<file path="config.mk">
export PLATFORM = sky130hd
export DESIGN_NAME = uart_cmd_initiator
export DESIGN_NICKNAME = d
export VERILOG_FILES = /design/src/rtl/uart_cmd_initiator_pkg.sv /design/src/rtl/uart_cmd_tx_seq.sv /design/src/rtl/uart_cmd_initiator.sv
export SDC_FILE = /design/constraint.sdc
export NUM_CORES = 1
export LEC_CHECK = 0
export CELL_PAD_IN_SITES_DETAIL_PLACEMENT = 2
export CELL_PAD_IN_SITES_GLOBAL_PLACEMENT = 2
export CORE_ASPECT_RATIO = 1.75
export CORE_MARGIN = 1
export CORE_UTILIZATION = 27
export CTS_BUF_LIST = sky130_fd_sc_hd__clkbuf_16
export DETAILED_ROUTE_END_ITERATION = 16
export PLACE_DENSITY_LB_ADDON = 0.2
export SLEW_MARGIN = 20
export SYNTH_ARGS = -nofsm -noshare
export SYNTH_HDL_FRONTEND = slang
export SYNTH_SLANG_ARGS = --single-unit
export TNS_END_PERCENT = 1
</file>
<file path="constraint.sdc">
create_clock -name clk -period 2.05 [get_ports clk]
set_input_delay 0.41 -clock clk [delete_from_list [all_inputs] [get_ports clk]]
set_output_delay 0.41 -clock clk [all_outputs]
set_load 0.03 [all_outputs]
</file>
<file path="src/rtl/uart_cmd_initiator_pkg.sv">
// Shared protocol constants and state encodings for the PC<->board UART command link.
// Also used by the board-side controller.
package uart_cmd_initiator_pkg;

  localparam logic [7:0] PROT_PC_B_RESET       = 8'h00;
  localparam logic [7:0] PROT_PC_B_SEND_CONFIG = 8'h01;
  localparam logic [7:0] PROT_PC_B_CLOCK       = 8'h02;
  localparam logic [7:0] PROT_B_PC_SEND_DATA   = 8'h03;

  typedef enum logic [2:0] {
    ST_IDLE      = 3'd0,
    ST_TX_ISSUE  = 3'd1,
    ST_TX_ACK    = 3'd2,
    ST_TX_DRAIN  = 3'd3,
    ST_WAIT_RESP = 3'd4
  } state_e;

  // Command-level phase of the initiator; byte handshakes live in uart_cmd_tx_seq.
  typedef enum logic [1:0] {
    PH_IDLE = 2'd0,
    PH_OP   = 2'd1,
    PH_CFG  = 2'd2,
    PH_WAIT = 2'd3
  } phase_e;

  function automatic logic op_legal(input logic [7:0] op);
    return op <= PROT_PC_B_CLOCK;
  endfunction

endpackage

</file>
<file path="src/rtl/uart_cmd_tx_seq.sv">
// Byte handshake towards a uart_tx-style transmitter: issue, wait for busy, wait for drain.
// A start request during the drain-complete cycle chains the next byte without idling.
module uart_cmd_tx_seq
  import uart_cmd_initiator_pkg::*;
(
  input  logic       clk,
  input  logic       rst,
  input  logic       i_start,
  input  logic [7:0] i_byte,
  output logic       o_done_c,
  output logic       o_tx_trig,
  output logic [7:0] o_tx_data,
  input  logic       i_tx_bsy
);

  state_e     r_state;
  state_e     w_state_nxt;
  logic       r_tx_trig;
  logic [7:0] r_tx_data;
  logic       w_done;
  logic       w_load;
  logic       w_trig;

  always_ff @(posedge clk) begin
    if (!rst) r_state <= ST_IDLE;
    else      r_state <= w_state_nxt;
  end

  always_comb begin
    w_state_nxt = r_state;
    case (r_state)
      ST_IDLE:     if (i_start)   w_state_nxt = ST_TX_ISSUE;
      ST_TX_ISSUE: if (!i_tx_bsy) w_state_nxt = ST_TX_ACK;
      ST_TX_ACK:   if (i_tx_bsy)  w_state_nxt = ST_TX_DRAIN;
      ST_TX_DRAIN: if (!i_tx_bsy) w_state_nxt = i_start ? ST_TX_ISSUE : ST_IDLE;
      default:                    w_state_nxt = ST_IDLE;
    endcase
  end

  always_comb begin
    w_done = 1'b0;
    w_load = 1'b0;
    w_trig = 1'b0;
    w_done = (r_state == ST_TX_DRAIN) && !i_tx_bsy;
    w_load = i_start && ((r_state == ST_IDLE) || w_done);
    w_trig = (r_state == ST_TX_ISSUE) && !i_tx_bsy;
  end

  // tx_data only changes on a new load, so it is stable for the whole frame.
  always_ff @(posedge clk) begin
    if (!rst) begin
      r_tx_trig <= 1'b0;
      r_tx_data <= 8'h00;
    end else begin
      r_tx_trig <= w_trig;
      if (w_load) r_tx_data <= i_byte;
    end
  end

  assign o_done_c  = w_done;
  assign o_tx_trig = r_tx_trig;
  assign o_tx_data = r_tx_data;

endmodule

</file>
<file path="src/rtl/uart_cmd_initiator.sv">
// Host-side command initiator: serializes RESET / SEND_CONFIG / CLOCK commands to a UART
// transmitter and captures the single CLOCK response byte with a timeout.
module uart_cmd_initiator
  import uart_cmd_initiator_pkg::*;
#(
  parameter int unsigned CFG_BYTES    = 4,
  parameter int unsigned RESP_TIMEOUT = 2700,
  parameter int unsigned TMO_BITS     = 12
) (
  input  logic                   clk,
  input  logic                   rst,
  input  logic                   cmd_valid,
  output logic                   cmd_ready,
  input  logic [7:0]             cmd_op,
  input  logic [CFG_BYTES*8-1:0] cmd_cfg,
  output logic                   tx_trig,
  output logic [7:0]             tx_data,
  input  logic                   tx_bsy,
  input  logic                   rx_valid,
  input  logic [7:0]             rx_data,
  output logic                   resp_valid,
  output logic [7:0]             resp_data,
  output logic                   resp_timeout,
  output logic                   cmd_err,
  output logic                   busy
);

  localparam int unsigned CFG_W = CFG_BYTES * 8;
  localparam int unsigned IDX_W = (CFG_BYTES > 1) ? $clog2(CFG_BYTES) : 1;
  localparam logic [IDX_W-1:0]    LAST_IDX = IDX_W'(CFG_BYTES - 1);
  localparam logic [TMO_BITS-1:0] TMO_LAST = TMO_BITS'(RESP_TIMEOUT - 1);

  phase_e              r_phase;
  phase_e              w_phase_nxt;
  logic [7:0]          r_op;
  logic [CFG_W-1:0]    r_cfg;
  logic [IDX_W-1:0]    r_idx;
  logic [TMO_BITS-1:0] r_tmo;
  logic                r_cmd_ready;
  logic                r_busy;
  logic                r_resp_valid;
  logic [7:0]          r_resp_data;
  logic                r_resp_timeout;
  logic                r_cmd_err;

  logic       w_accept;
  logic       w_legal;
  logic       w_done;
  logic       w_last;
  logic       w_expire;
  logic       w_start;
  logic [7:0] w_byte;
  logic       w_resp_valid;
  logic       w_resp_timeout;
  logic       w_cmd_err;

  assign w_accept = cmd_valid && (r_phase == PH_IDLE);
  assign w_legal  = op_legal(cmd_op);
  assign w_last   = (r_idx == LAST_IDX);
  assign w_expire = (r_tmo == TMO_LAST);

  always_ff @(posedge clk) begin
    if (!rst) r_phase <= PH_IDLE;
    else      r_phase <= w_phase_nxt;
  end

  always_comb begin
    w_phase_nxt = r_phase;
    case (r_phase)
      PH_IDLE: if (w_accept && w_legal) w_phase_nxt = PH_OP;
      PH_OP: begin
        if (w_done) begin
          if (r_op == PROT_PC_B_SEND_CONFIG)  w_phase_nxt = PH_CFG;
          else if (r_op == PROT_PC_B_CLOCK)   w_phase_nxt = PH_WAIT;
          else                                w_phase_nxt = PH_IDLE;
        end
      end
      PH_CFG:  if (w_done && w_last)        w_phase_nxt = PH_IDLE;
      PH_WAIT: if (rx_valid || w_expire)    w_phase_nxt = PH_IDLE;
      default:                              w_phase_nxt = PH_IDLE;
    endcase
  end

  // Payload always comes from r_cfg[7:0]; r_cfg shifts down one byte per load (LSB byte first).
  always_comb begin
    w_start        = 1'b0;
    w_byte         = r_cfg[7:0];
    w_resp_valid   = 1'b0;
    w_resp_timeout = 1'b0;
    w_cmd_err      = 1'b0;
    case (r_phase)
      PH_IDLE: begin
        w_start   = w_accept && w_legal;
        w_byte    = cmd_op;
        w_cmd_err = w_accept && !w_legal;
      end
      PH_OP:   w_start = w_done && (r_op == PROT_PC_B_SEND_CONFIG);
      PH_CFG:  w_start = w_done && !w_last;
      PH_WAIT: begin
        w_resp_valid   = rx_valid;
        w_resp_timeout = !rx_valid && w_expire;
      end
      default: ;
    endcase
  end

  always_ff @(posedge clk) begin
    if (!rst) begin
      r_op           <= 8'h00;
      r_cfg          <= '0;
      r_idx          <= '0;
      r_tmo          <= '0;
      r_cmd_ready    <= 1'b1;
      r_busy         <= 1'b0;
      r_resp_valid   <= 1'b0;
      r_resp_data    <= 8'h00;
      r_resp_timeout <= 1'b0;
      r_cmd_err      <= 1'b0;
    end else begin
      r_cmd_ready    <= (w_phase_nxt == PH_IDLE);
      r_busy         <= (w_phase_nxt != PH_IDLE);
      r_resp_valid   <= w_resp_valid;
      r_resp_timeout <= w_resp_timeout;
      r_cmd_err      <= w_cmd_err;
      if (w_resp_valid) r_resp_data <= rx_data;
      if (w_accept) begin
        r_op  <= cmd_op;
        r_cfg <= cmd_cfg;
        r_idx <= '0;
      end else if (w_start) begin
        r_cfg <= r_cfg >> 8;
        if (r_phase == PH_CFG) r_idx <= r_idx + IDX_W'(1);
      end
      r_tmo <= (r_phase == PH_WAIT) ? r_tmo + TMO_BITS'(1) : '0;
    end
  end

  uart_cmd_tx_seq u_tx_seq (
    .clk       (clk),
    .rst       (rst),
    .i_start   (w_start),
    .i_byte    (w_byte),
    .o_done_c  (w_done),
    .o_tx_trig (tx_trig),
    .o_tx_data (tx_data),
    .i_tx_bsy  (tx_bsy)
  );

  assign cmd_ready    = r_cmd_ready;
  assign busy         = r_busy;
  assign resp_valid   = r_resp_valid;
  assign resp_data    = r_resp_data;
  assign resp_timeout = r_resp_timeout;
  assign cmd_err      = r_cmd_err;

endmodule
</file>
==> summary by stage, run 1 <==
CTS
The insertion delay to the later sink of the worst-skew pair is 340 ps. After clock tree synthesis, the clock-pin slew on the worst setup and hold paths is 60 ps. The number of H-tree branching levels is 3. The number of buffers on the longest clock path is 2.

Buffers inserted during clock tree synthesis total 9. The root buffer cell is sky130_fd_sc_hd__clkbuf_16. For this design, the sink count on the clock tree is 80.

TritonCTS built the clock tree.

Power
The worst voltage drop across the vdd grid is 0.0004267 V. For this design the ratio of total power to cell area is 717.1 nW/µm². The analysis attributes to cell leakage a power of 0.002114 µW.

Global route
Global routing finished with a remaining overflow of 0. The number of global-route vias before repair is 3,733. For this run, global-route usage on met1 was measured as 18.60%. Global routing used 18.10% of the available tracks. After global routing, the most crowded layer is met2. The first global-routing pass estimated 18,820 µm of wire. The met2 track demand over resource in global routing is 34.64%.

The number of antenna violations at the first check in global routing came to 0. Global routing used 3.130% of the available met3 tracks. Entering global routing, the biggest net connects 45 pins.

Floorplanning
The count of boundary I/O pins is 75. Measured along the x axis, the die boundary spans 89.42 µm. The die area is 13,860 µm².

The region available for standard cell placement spans 13,010 µm². Row generation in the floorplan step produced 55 rows. The starting utilization of the core area is 27.76%. The die span in y is 155.0 µm.

Setup path
The critical path in this run is classified as flip-flop to flip-flop. Data arrives at the worst endpoint at 2330 ps. Broken down by cell family, the worst path's largest delay share belongs to simple AND/OR/NAND/NOR gates. The endpoint type of the worst setup path is a flip-flop.

The critical path contains buffers and inverters numbering 3 combined. Traced cell by cell, the critical path runs through inv_2 > ha_4 > and3b_2 > nand3b_1 > buf_4 > a21o_1 > buf_12 > nand2_1 > a31oi_1. The slowest stage of the critical path is the sky130_fd_sc_hd__dfxtp_2 cell. STA classifies the critical path startpoint as a flip-flop.

Of all nets on the critical path, the largest fanout is 32. The required arrival time at the worst endpoint is 2270 ps. On the worst path, the slowest cell contributes a delay of 340 ps.

Place
The congestion estimate from routability-driven global placement came to 0.7801. The final HPWL from detailed placement is 8726 µm. Once placement completed, the tool counted placed cells totaling 674. The number of input and output port buffers inserted is 74.

Yosys
The multiplexer area fraction after synthesis is 2.772%. The summed instance area of the synthesized netlist is 3611 µm². The post-synthesis share of cell area spent on xor and xnor gates is 2.911%. The complex-gate fraction of the synthesized area is 19.30%. Summing the sequential cell areas from Yosys gives 44.35% of the chip area. The post-synthesis average cell area is 8.557 µm². By area, the combinational part of the netlist is dominated by simple AND/OR/NAND/NOR gates.

Synthesis produced a netlist whose cell count is 422. The number of distinct standard cells referenced by the synthesized netlist is 44. The area fraction in and, or, nand and nor cells after synthesis is 22.31%.

The synthesized netlist net count is 487. The synthesized design contains 80 register bits. The number of warning messages in the yosys log is 0. The post-synthesis adder-cell area fraction is 4.158%.

Routing
The average via count per standard cell is 4.887. The first detailed-routing pass ran for 4 iterations. The DRC violation total after the first TritonRoute iteration is 81.

The residual DRC count is 0. The detail route stage leaves a number of antenna-violating nets equal to 0. The number of vias after detailed routing is 3,411. The total length of routed wires is 12,450 µm. The post-detailed-route wirelength per cell is 17.84 µm.

STA
Setup repair after global routing could not meet its margin everywhere. The count of final setup violators is 42. The max-slew headroom at the worst pin is 69.66%. The routed design could run at a clock period as short as 2118 ps. The number of hold violations in the final report is 0.

The number of slew-limit violations in the final report is 0. The setup TNS is -1669 ps. The transition time at the pin with the least slew margin is 451.7 ps. The top achievable clock speed is 472.2 MHz. The final critical path takes up 103.3% of the cycle. Clock skew on the completed layout was measured at 8.563 ps. The final worst setup slack is -67.92 ps.

Hold path
The class of the most critical hold timing path is input pin to flip-flop.

Finish
The final cell count without fillers is 698. The net count of the finished layout is 588. Fill cells in the final layout number 1,427.

0 antenna diodes ended up in the layout. The area growth from synthesis to final layout is 45.70%. In the layout the commonest cells are sky130_fd_sc_hd__nand2_1, sky130_fd_sc_hd__dfxtp_1, sky130_fd_sc_hd__clkdlybuf4s50_1. The most common cell after layout, fill and taps aside is sky130_fd_sc_hd__nand2_1.

Of the cells placed in the final design, the portion with a size suffix greater than 1 is 15.56%. The register area is 1607 µm². The multi-input logic area is 1904 µm².

Flow run
Across the run, the number of max-cap violations was 0.

Status
The run finished, with violations left. The final reports fail on setup timing.
metal layers:
metal | up-vias | share of wire [%]
met5 | - | 0
met4 | 0 | 2.0
met3 | 17 | 2.7
met2 | 55 | 58
met1 | 1684 | 37
li1 | 1655 | -
flip-flops by register name, summed over array words and instances, names as in the netlist, 2 cells and up:
name	flops
r_phase	2
r_op	8
u_tx_seq.r_state	2
u_tx_seq.o_tx_data	8
r_cfg	32
r_idx	2
resp_data	8
r_tmo	12
logic make-up (layout without fill, tap and decap cells):
group,Yosys count,after routing
multiplexers,10,10
AND/OR/NAND/NOR,173,173
flip-flops,80,80
buffers and inverters,36,141
XOR/XNOR,12,12
AO/OA/AOI/OAI,99,99
adder cells (fa/ha/maj),12,12
what timing repair did:
action	in CTS	in global routing
gates resized for setup	1	22
pin swaps	2	5
cloned	0	4
setup buffers	0	5
setup endpoints to repair	4	44
hold buffers	0	0
per-stage QoR:
step                instance area [µm²]  total power, µW  worst slack [ps]  hold slack (ps)  util (%)
global placement                   4747             2083            -165.5            440.1     36.50
floorplan                          3611             1874             23.86            429.7         -
CTS                                5061             3817            -14.89            400.2     38.91
global route                       5261             3921            -135.9            400.9     40.45
detailed placement                 4747             2098            -257.2            454.4     36.50
finish                             5261             3773            -67.92            366.2     40.45
power by group:
part	switching, µW	internal, µW
registers	45.4	1620
logic	196	208
clock network	646	1060
total	888	2890
Yosys cell counts (all sizes together):
| cell | n | area [µm²] |
|---|---|---|
| nand2 | 104 | 390.4 |
| dfxtp | 80 | 1602 |
| o21ai | 26 | 130.1 |
| a21boi | 25 | 187.7 |
| a31oi | 24 | 150.1 |
| nand3 | 24 | 125.1 |
| clkbuf | 19 | 71.32 |
| nor2 | 19 | 71.32 |
| ha | 12 | 150.1 |
| inv | 10 | 37.54 |
| mux2i | 10 | 100.1 |
| o211a | 9 | 90.09 |
| xor2 | 8 | 70.07 |
| buf | 7 | 42.54 |
| and3 | 6 | 37.54 |
| a21oi | 5 | 28.78 |
| xnor2 | 4 | 35.03 |
| nand4 | 3 | 33.78 |
| nor2b | 3 | 18.77 |
| and2 | 2 | 12.51 |
| nand2b | 2 | 12.51 |
| nor3 | 2 | 10.01 |
| nor3b | 2 | 15.01 |
| nor4 | 2 | 42.54 |
| a211oi | 1 | 12.51 |
| a21o | 1 | 7.510 |
| a221o | 1 | 10.01 |
| a311oi | 1 | 26.28 |
| a31o | 1 | 8.760 |
| a41oi | 1 | 8.760 |
| and3b | 1 | 8.760 |
| and4b | 1 | 10.01 |
| nand3b | 1 | 7.510 |
| nor4bb | 1 | 10.01 |
| o211ai | 1 | 7.510 |
| o221a | 1 | 11.26 |
| o221ai | 1 | 8.760 |
| o41ai | 1 | 8.760 |
area by class of cell:
cell class	instances	area share (%)
Multi-Input combinational cell	306	36.20
Clock inverter	6	1.617
Sequential cell	80	30.54
Inverter	10	0.7134
Tap cell	171	4.067
Timing Repair Buffer	116	22.59
Clock buffer	9	4.281
path summary, 6_finish.rpt:
path | startpoint | endpoint | slack (ps) | cells past startpoint
worst max-delay path | r_phase[0] | r_cfg[13] | -70 | 9
worst min-delay path | tx_bsy | u_tx_seq.o_tx_trig | 370 | 2
worst max register to register | r_phase[0] | r_cfg[13] | -70 | 9
worst min register to register | r_tmo[0] | r_tmo[0] | 460 | 1
worst register-to-register path: stages, from the launching register on:
cell                       delay, ps
sky130_fd_sc_hd__dfxtp_2         340
sky130_fd_sc_hd__inv_2            60
sky130_fd_sc_hd__ha_4            270
sky130_fd_sc_hd__and3b_2         200
sky130_fd_sc_hd__nand3b_1        320
sky130_fd_sc_hd__buf_4           260
sky130_fd_sc_hd__a21o_1          180
sky130_fd_sc_hd__buf_12          170
sky130_fd_sc_hd__nand2_1         100
sky130_fd_sc_hd__a31oi_1          80
Note: power is estimated with default switching activity, not from simulation.
==> run 2: changes to the inputs <==
Settings changed: SKIP_CTS_REPAIR_TIMING set to 1.
==> summary by stage, run 2 (synthesized netlist as in run 1, its figures left out) <==
Status
The flow ran to the end, and the final reports show no timing, DRC or antenna violations.

Power
The worst voltage drop across the vdd grid was 0.0004227 V (-0.94%). The leakage power summed over all cells is 0.002100 µW (-0.63%). The overall power of the completed layout is 3779 µW (+0.15%). The total power divided by cell area is 720.4 nW/µm² (+0.46%).

STA
The count of final setup violators is 0 (-100%). The top achievable clock speed is 492.2 MHz (+4.3%). The transition time at the pin with the least slew margin is 432.6 ps (-19.13 ps). The number of slew-limit violations in the final report is 0 (unchanged). The setup TNS is 0 ps (+1669 ps).

The number of hold violations in the final report was 0 (unchanged). The period utilization is 99.10% (-4.2 points). The final setup skew was 8.305 ps (-0.2582 ps). Setup repair after global routing could not meet its margin everywhere. The minimum period implied by the final worst setup slack is 2032 ps (-86.38 ps). The max-slew headroom at the worst pin is 70.94% (+1.3 points).

Global route
The met1 global-route usage was 18.57% (-0.033 points). The total routing usage reported by global routing is 18.08% (-0.022 points). The number of global-route vias before repair came to 3,726 (-0.19%). The maximum number of pins on one net before global-route repair came to 45 (unchanged).

The layer flagged by global routing as most heavily used is met2. The met2 track demand over resource in global routing is 34.57% (-0.073 points). The global route total overflow is 0 (unchanged). The met3 usage is 3.077% (-0.053 points). The number of antenna violations at the first check in global routing is 0 (unchanged).

The global-route wire length before repair was 18,790 µm (-0.15%).

CTS
TritonCTS built the clock tree. In this run the clock root is driven by a sky130_fd_sc_hd__clkbuf_16. The TritonCTS sink count is 80 (unchanged).

The number of CTS-inserted buffers was 9 (unchanged). The CTS clock-pin slew for the worst setup and hold paths is 60 ps (about the same). The number of buffers on the longest clock path is 2 (unchanged).

The number of H-tree branching levels was 3 (unchanged). The insertion delay to the later sink of the worst-skew pair came to 340 ps (about the same).

Setup path
The cell depth of the worst flop-to-flop path is 8 (-1). The biggest fanout along the worst timing path is 8 (-75%). The critical path in this run is classified as flip-flop to flip-flop. The endpoint type of the worst setup path is a flip-flop. The data arrival time of the critical path is 2260 ps (-70 ps).

The type of origin of the critical path is a flip-flop. The required arrival time at the worst endpoint came to 2280 ps (about the same).

Routing
The DRC violation total after the first TritonRoute iteration is 81 (unchanged). The number of iterations in the first detailed-routing pass is 4 (unchanged). The average via count per standard cell was 4.849 (-0.77%). The residual DRC count was 0 (unchanged). The remaining antenna violation count is 0 (unchanged). The post-detailed-route wirelength per cell is 17.35 µm (-2.7%). The number of vias after detailed routing is 3,380 (-0.91%). The total length of routed wires is 12,090 µm (-2.9%).

Finish
The final core utilization came to 40.33% (-0.13 points). The share of final-layout standard cells stronger than drive strength 1 was 14.83% (-0.73 points). r_cfg holds more flip-flops than any other register. The area growth from synthesis to final layout is 45.25%. In the final layout, the registers with the most flip-flops are r_cfg x32, r_tmo x12.

The post-route cell area was 5245 µm² (-0.31%). The count of nets after finishing is 587 (-0.17%). The final-layout fill cell count is 1,439 (+0.84%). The antenna cell count is 0 (unchanged). The top cell types in the final layout, fill and taps aside, are sky130_fd_sc_hd__nand2_1, sky130_fd_sc_hd__dfxtp_1, sky130_fd_sc_hd__clkdlybuf4s50_1. The most common cell after layout, fill and taps aside is sky130_fd_sc_hd__nand2_1. The final cell count without fillers is 697 (-0.14%). The number of flip-flops under the largest register name came to 32 (unchanged).

Floorplanning
The core box area is 13,010 µm² (unchanged). The count of boundary I/O pins is 75 (unchanged). The die area is 13,860 µm² (unchanged). The starting utilization of the core area is 27.76% (unchanged). The standard-cell row count was 55 (unchanged). The die span in y is 155.0 µm (unchanged). The die boundary width is 89.42 µm (unchanged).

Hold path
The instance count along the most critical hold path was 2 (unchanged). The path class of the tightest hold or removal check is input pin to flip-flop.

Place
The number of input and output port buffers inserted came to 74 (unchanged). The final estimated routing congestion in global placement is 0.7801 (unchanged). The final HPWL from detailed placement came to 8726 µm (unchanged). The placed standard-cell area is 4747 µm² (unchanged).

The post-placement cell count is 674 (unchanged).

Flow run
The max-cap check violation count was 0 (unchanged).
==> run 2: changes by cell type in the layout (fill, tap and decap cells not counted), sizes merged <==
cell  before  now
buf       40   39
==> run 2: layer usage <==
layer,up-vias,wire length [µm]
met5,-,0
met4,0,177
met3,14,302
met2,48,7108
met1,1667,4503
li1,1651,-
==> run 2: through the flow <==
stage	worst slack (ps)	hold WS (ps)
after global routing	-75.82	389.6
after detailed placement	-257.2	454.4
final	18.46	363.6
after CTS	-66.42	400.2
after global placement	-165.5	440.1
after floorplan	23.86	429.7
==> run 2: path summary, 6_finish.rpt <==
path,from,to,slack (ps)
setup / recovery,r_phase[0],u_tx_seq.o_tx_data[0],20
hold / removal,tx_bsy,u_tx_seq.o_tx_trig,360
setup reg to reg,r_phase[0],u_tx_seq.o_tx_data[0],20
hold reg to reg,r_tmo[0],r_tmo[0],460
==> run 2: critical path, cell delays in order, from the launching register on <==
cell and delay, ps:
sky130_fd_sc_hd__dfxtp_2 340, sky130_fd_sc_hd__inv_2 60, sky130_fd_sc_hd__ha_4 260, sky130_fd_sc_hd__and3b_2 200
sky130_fd_sc_hd__nand3b_1 280, sky130_fd_sc_hd__a311oi_4 420, sky130_fd_sc_hd__buf_12 170, sky130_fd_sc_hd__nand2_1 60
sky130_fd_sc_hd__o211a_1 130
==> run 2: area by class of cell <==
| class | instances | area [µm²] | area share (%) |
|---|---|---|---|
| flip-flops and latches | 80 | 1607 | 30.63 |
| multi-input cells | 306 | 1904 | 36.31 |
| repair buffers | 115 | 1172 | 22.35 |
| inverters | 10 | 37.54 | 0.7156 |
| well taps | 171 | 214.0 | 4.079 |
| clock buffers | 9 | 225.2 | 4.294 |
| clock inverters | 6 | 85.08 | 1.622 |
==> run 2: power breakdown <==
| part | leakage (µW) | total [µW] | switching (µW) | internal [µW] |
|---|---|---|---|---|
| registers | 0.000656 | 1660 | 44.1 | 1620 |
| logic | 0.00129 | 409 | 198 | 211 |
| clock network | 0.000153 | 1710 | 648 | 1060 |
| total | 0.00210 | 3780 | 890 | 2890 |
==> run 3: changes to the inputs <==
Settings changed: CORE_UTILIZATION 27 to 32.
Clock period 2.05 ns to 2.4 ns, I/O delays scaled along.
==> summary by stage, run 3 (synthesized netlist as in run 1, its figures left out) <==
Setup path
The startpoint-to-endpoint class of the critical path is flip-flop to flip-flop. The stage delay of the slowest cell on the critical path was 460 ps (+40 ps). The data arrival time of the critical path was 2520 ps (+260 ps). The required arrival time at the worst endpoint came to 2660 ps (+380 ps). STA classifies the critical path startpoint as a flip-flop. The cell type of the slowest stage on the worst timing path is sky130_fd_sc_hd__dfxtp_1. STA classifies the critical path endpoint as a flip-flop.

The biggest fanout along the worst timing path was 24 (+16). Walking the worst path, the cells encountered are inv_1 > ha_1 > and3b_1 > nand3b_1 > a21oi_2 > buf_12 > nand2_1 > a31oi_1.

CTS
The CTS clock-pin slew for the worst setup and hold paths is 60 ps (about the same). The number of CTS-inserted buffers is 9 (unchanged). The TritonCTS sink count is 80 (unchanged). TritonCTS built the clock tree. The number of H-tree branching levels is 3 (unchanged).

The insertion delay to the later sink of the worst-skew pair is 340 ps (about the same). The number of buffers on the longest clock path is 2 (unchanged). The root buffer cell is sky130_fd_sc_hd__clkbuf_16.

STA
The number of slew-limit violations in the final report was 0 (unchanged). The minimum period implied by the final worst setup slack is 2263 ps (+231.5 ps). The max-slew headroom at the worst pin is 70.89% (about the same).

The setup TNS was 0 ps (unchanged). The top achievable clock speed is 441.9 MHz (-10%). The transition time at the pin with the least slew margin is 435.8 ps (+3.173 ps). The period utilization is 94.29% (-4.8 points). The number of hold violations in the final report came to 0 (unchanged). The final setup skew was 8.446 ps (+0.1410 ps). Setup repair after global routing left no endpoint under its margin.

The count of final setup violators came to 0 (unchanged).

Routing
The total length of routed wires is 11,380 µm (-5.8%). The remaining antenna violation count was 0 (unchanged). The average via count per standard cell is 5.264 (+8.6%). The number of vias after detailed routing is 3,369 (-0.33%). The number of iterations in the first detailed-routing pass is 4 (unchanged). The post-detailed-route wirelength per cell came to 17.79 µm (+2.5%). The residual DRC count was 0 (unchanged). The DRC violation total after the first TritonRoute iteration is 76 (-6.2%).

Finish
The share of final-layout standard cells stronger than drive strength 1 is 9.252% (-5.6 points). The antenna cell count is 0 (unchanged). The number of flip-flops under the largest register name was 32 (unchanged). The final cell count without fillers was 640 (-8.2%). The register with the highest flop count is r_cfg. The most common cell after layout, fill and taps aside is sky130_fd_sc_hd__nand2_1. The count of nets after finishing is 568 (-3.2%). The final core utilization is 44.78% (+4.5 points). The top cell types in the final layout, fill and taps aside, are sky130_fd_sc_hd__nand2_1, sky130_fd_sc_hd__dfxtp_1, sky130_fd_sc_hd__clkdlybuf4s50_1. The largest registers in the layout are r_cfg x32, r_tmo x12. The area growth from synthesis to final layout is 36.90%.

Place
The final HPWL from detailed placement is 8470 µm (-2.9%). The final estimated routing congestion in global placement is 0.7352 (-5.8%). The number of input and output port buffers inserted was 74 (unchanged).

The post-placement cell count is 624 (-7.4%).

Global route
The number of antenna violations at the first check in global routing was 0 (unchanged). The total routing usage reported by global routing came to 21.40% (+3.3 points). The global route total overflow is 0 (unchanged). The number of global-route vias before repair is 3,712 (-0.38%). The global-route wire length before repair is 18,470 µm (-1.7%). The maximum number of pins on one net before global-route repair is 66 (+47%).

Power
The combinational share of power is 10.4% (-0.4 points). The fraction of power consumed by the clock network is 45.3% (+0.2 points). The share of total power consumed by net switching came to 23.46% (-0.098 points). The worst voltage drop across the vdd grid is 0.0003986 V (-5.7%). The total power divided by cell area is 649.5 nW/µm² (-9.8%). The power spent charging and discharging nets came to 753.2 µW (-15%). The leakage power summed over all cells is 0.001978 µW (-5.8%).

The sequential fraction of design power came to 44.3% (+0.3 points). The cell-internal power is 2457 µW (-15%).

Flow run
The max-cap check violation count came to 0 (unchanged).

Floorplanning
The die area is 11,730 µm² (-15%). The die span in y is 142.5 µm (-8.0%). The count of boundary I/O pins is 75 (unchanged). The core box area is 11,040 µm² (-15%). The starting utilization of the core area came to 32.71% (+4.9 points). The standard-cell row count is 51 (-7.3%). The die boundary width is 82.30 µm (-8.0%).

Hold path
The path class of the tightest hold or removal check is flip-flop to flip-flop.

Status
The run finished with clean final reports.
-- run 3: cell types whose count changed in the layout (fill, tap and decap cells not counted), sizes merged --
cell,before,now
clkbuf,12,9
buf,39,23
dlymetal6s2s,1,0
clkdlybuf4s50,72,73
clkinv,1,2
-- run 3: critical path, delay by kind of cell, from the launching register on --
family	cells	cell delay, ps
flops	1	460
simple gates	3	580
compound gates	2	490
buf+inv	2	320
fa+ha+maj	1	320
-- run 3: metal layers --
| metal | wire length [µm] | vias up | GRT usage [%] |
|---|---|---|---|
| met4 | 322 | 0 | 9.326 |
| met1 | 4133 | 1673 | 21.18 |
| met2 | 6656 | 58 | 40.76 |
| met5 | 0 | - | 0 |
| met3 | 271 | 21 | 4.487 |
| li1 | - | 1617 | - |
-- run 3: layout make-up --
class | instances | area, µm²
Fill cell | 1218 | 6096
Multi-Input combinational cell | 306 | 1862
Sequential cell | 80 | 1602
Timing Repair Buffer | 96 | 963.4
Clock buffer | 9 | 225.2
Tap cell | 132 | 165.2
Clock inverter | 7 | 88.84
Inverter | 10 | 37.54
-- run 3: metrics by stage --
step | hold slack (ps) | area [µm²] | worst slack, ps | power, µW
2_1_floorplan | 429.7 | 3611 | 373.9 | 1601
3_3_place_gp | 448.0 | 4626 | 71.12 | 1769
3_5_place_dp | 457.7 | 4626 | 6.668 | 1785
4_1_cts | 471.4 | 4940 | 99.43 | 3256
5_1_grt | 498.1 | 4943 | 7.876 | 3348
6_report | 465.9 | 4943 | 136.9 | 3211
-- run 3: power by group through the flow --
stage | sequential, µW | clock [µW] | combinational, µW
2_1_floorplan | 1440 | 0 | 158
3_3_place_gp | 1450 | 0 | 321
3_5_place_dp | 1450 | 0 | 335
4_1_cts | 1420 | 1500 | 338
5_1_grt | 1430 | 1550 | 370
6_report | 1420 | 1460 | 333
-- run 3: path summary, 6_finish.rpt --
kind,from,end,slack (ps),cells past startpoint
setup / recovery,r_phase[0],r_cfg[3],140,8
hold / removal,resp_data[3],resp_data[3],470,2
setup reg to reg,r_phase[0],r_cfg[3],140,8
hold reg to reg,resp_data[3],resp_data[3],470,2
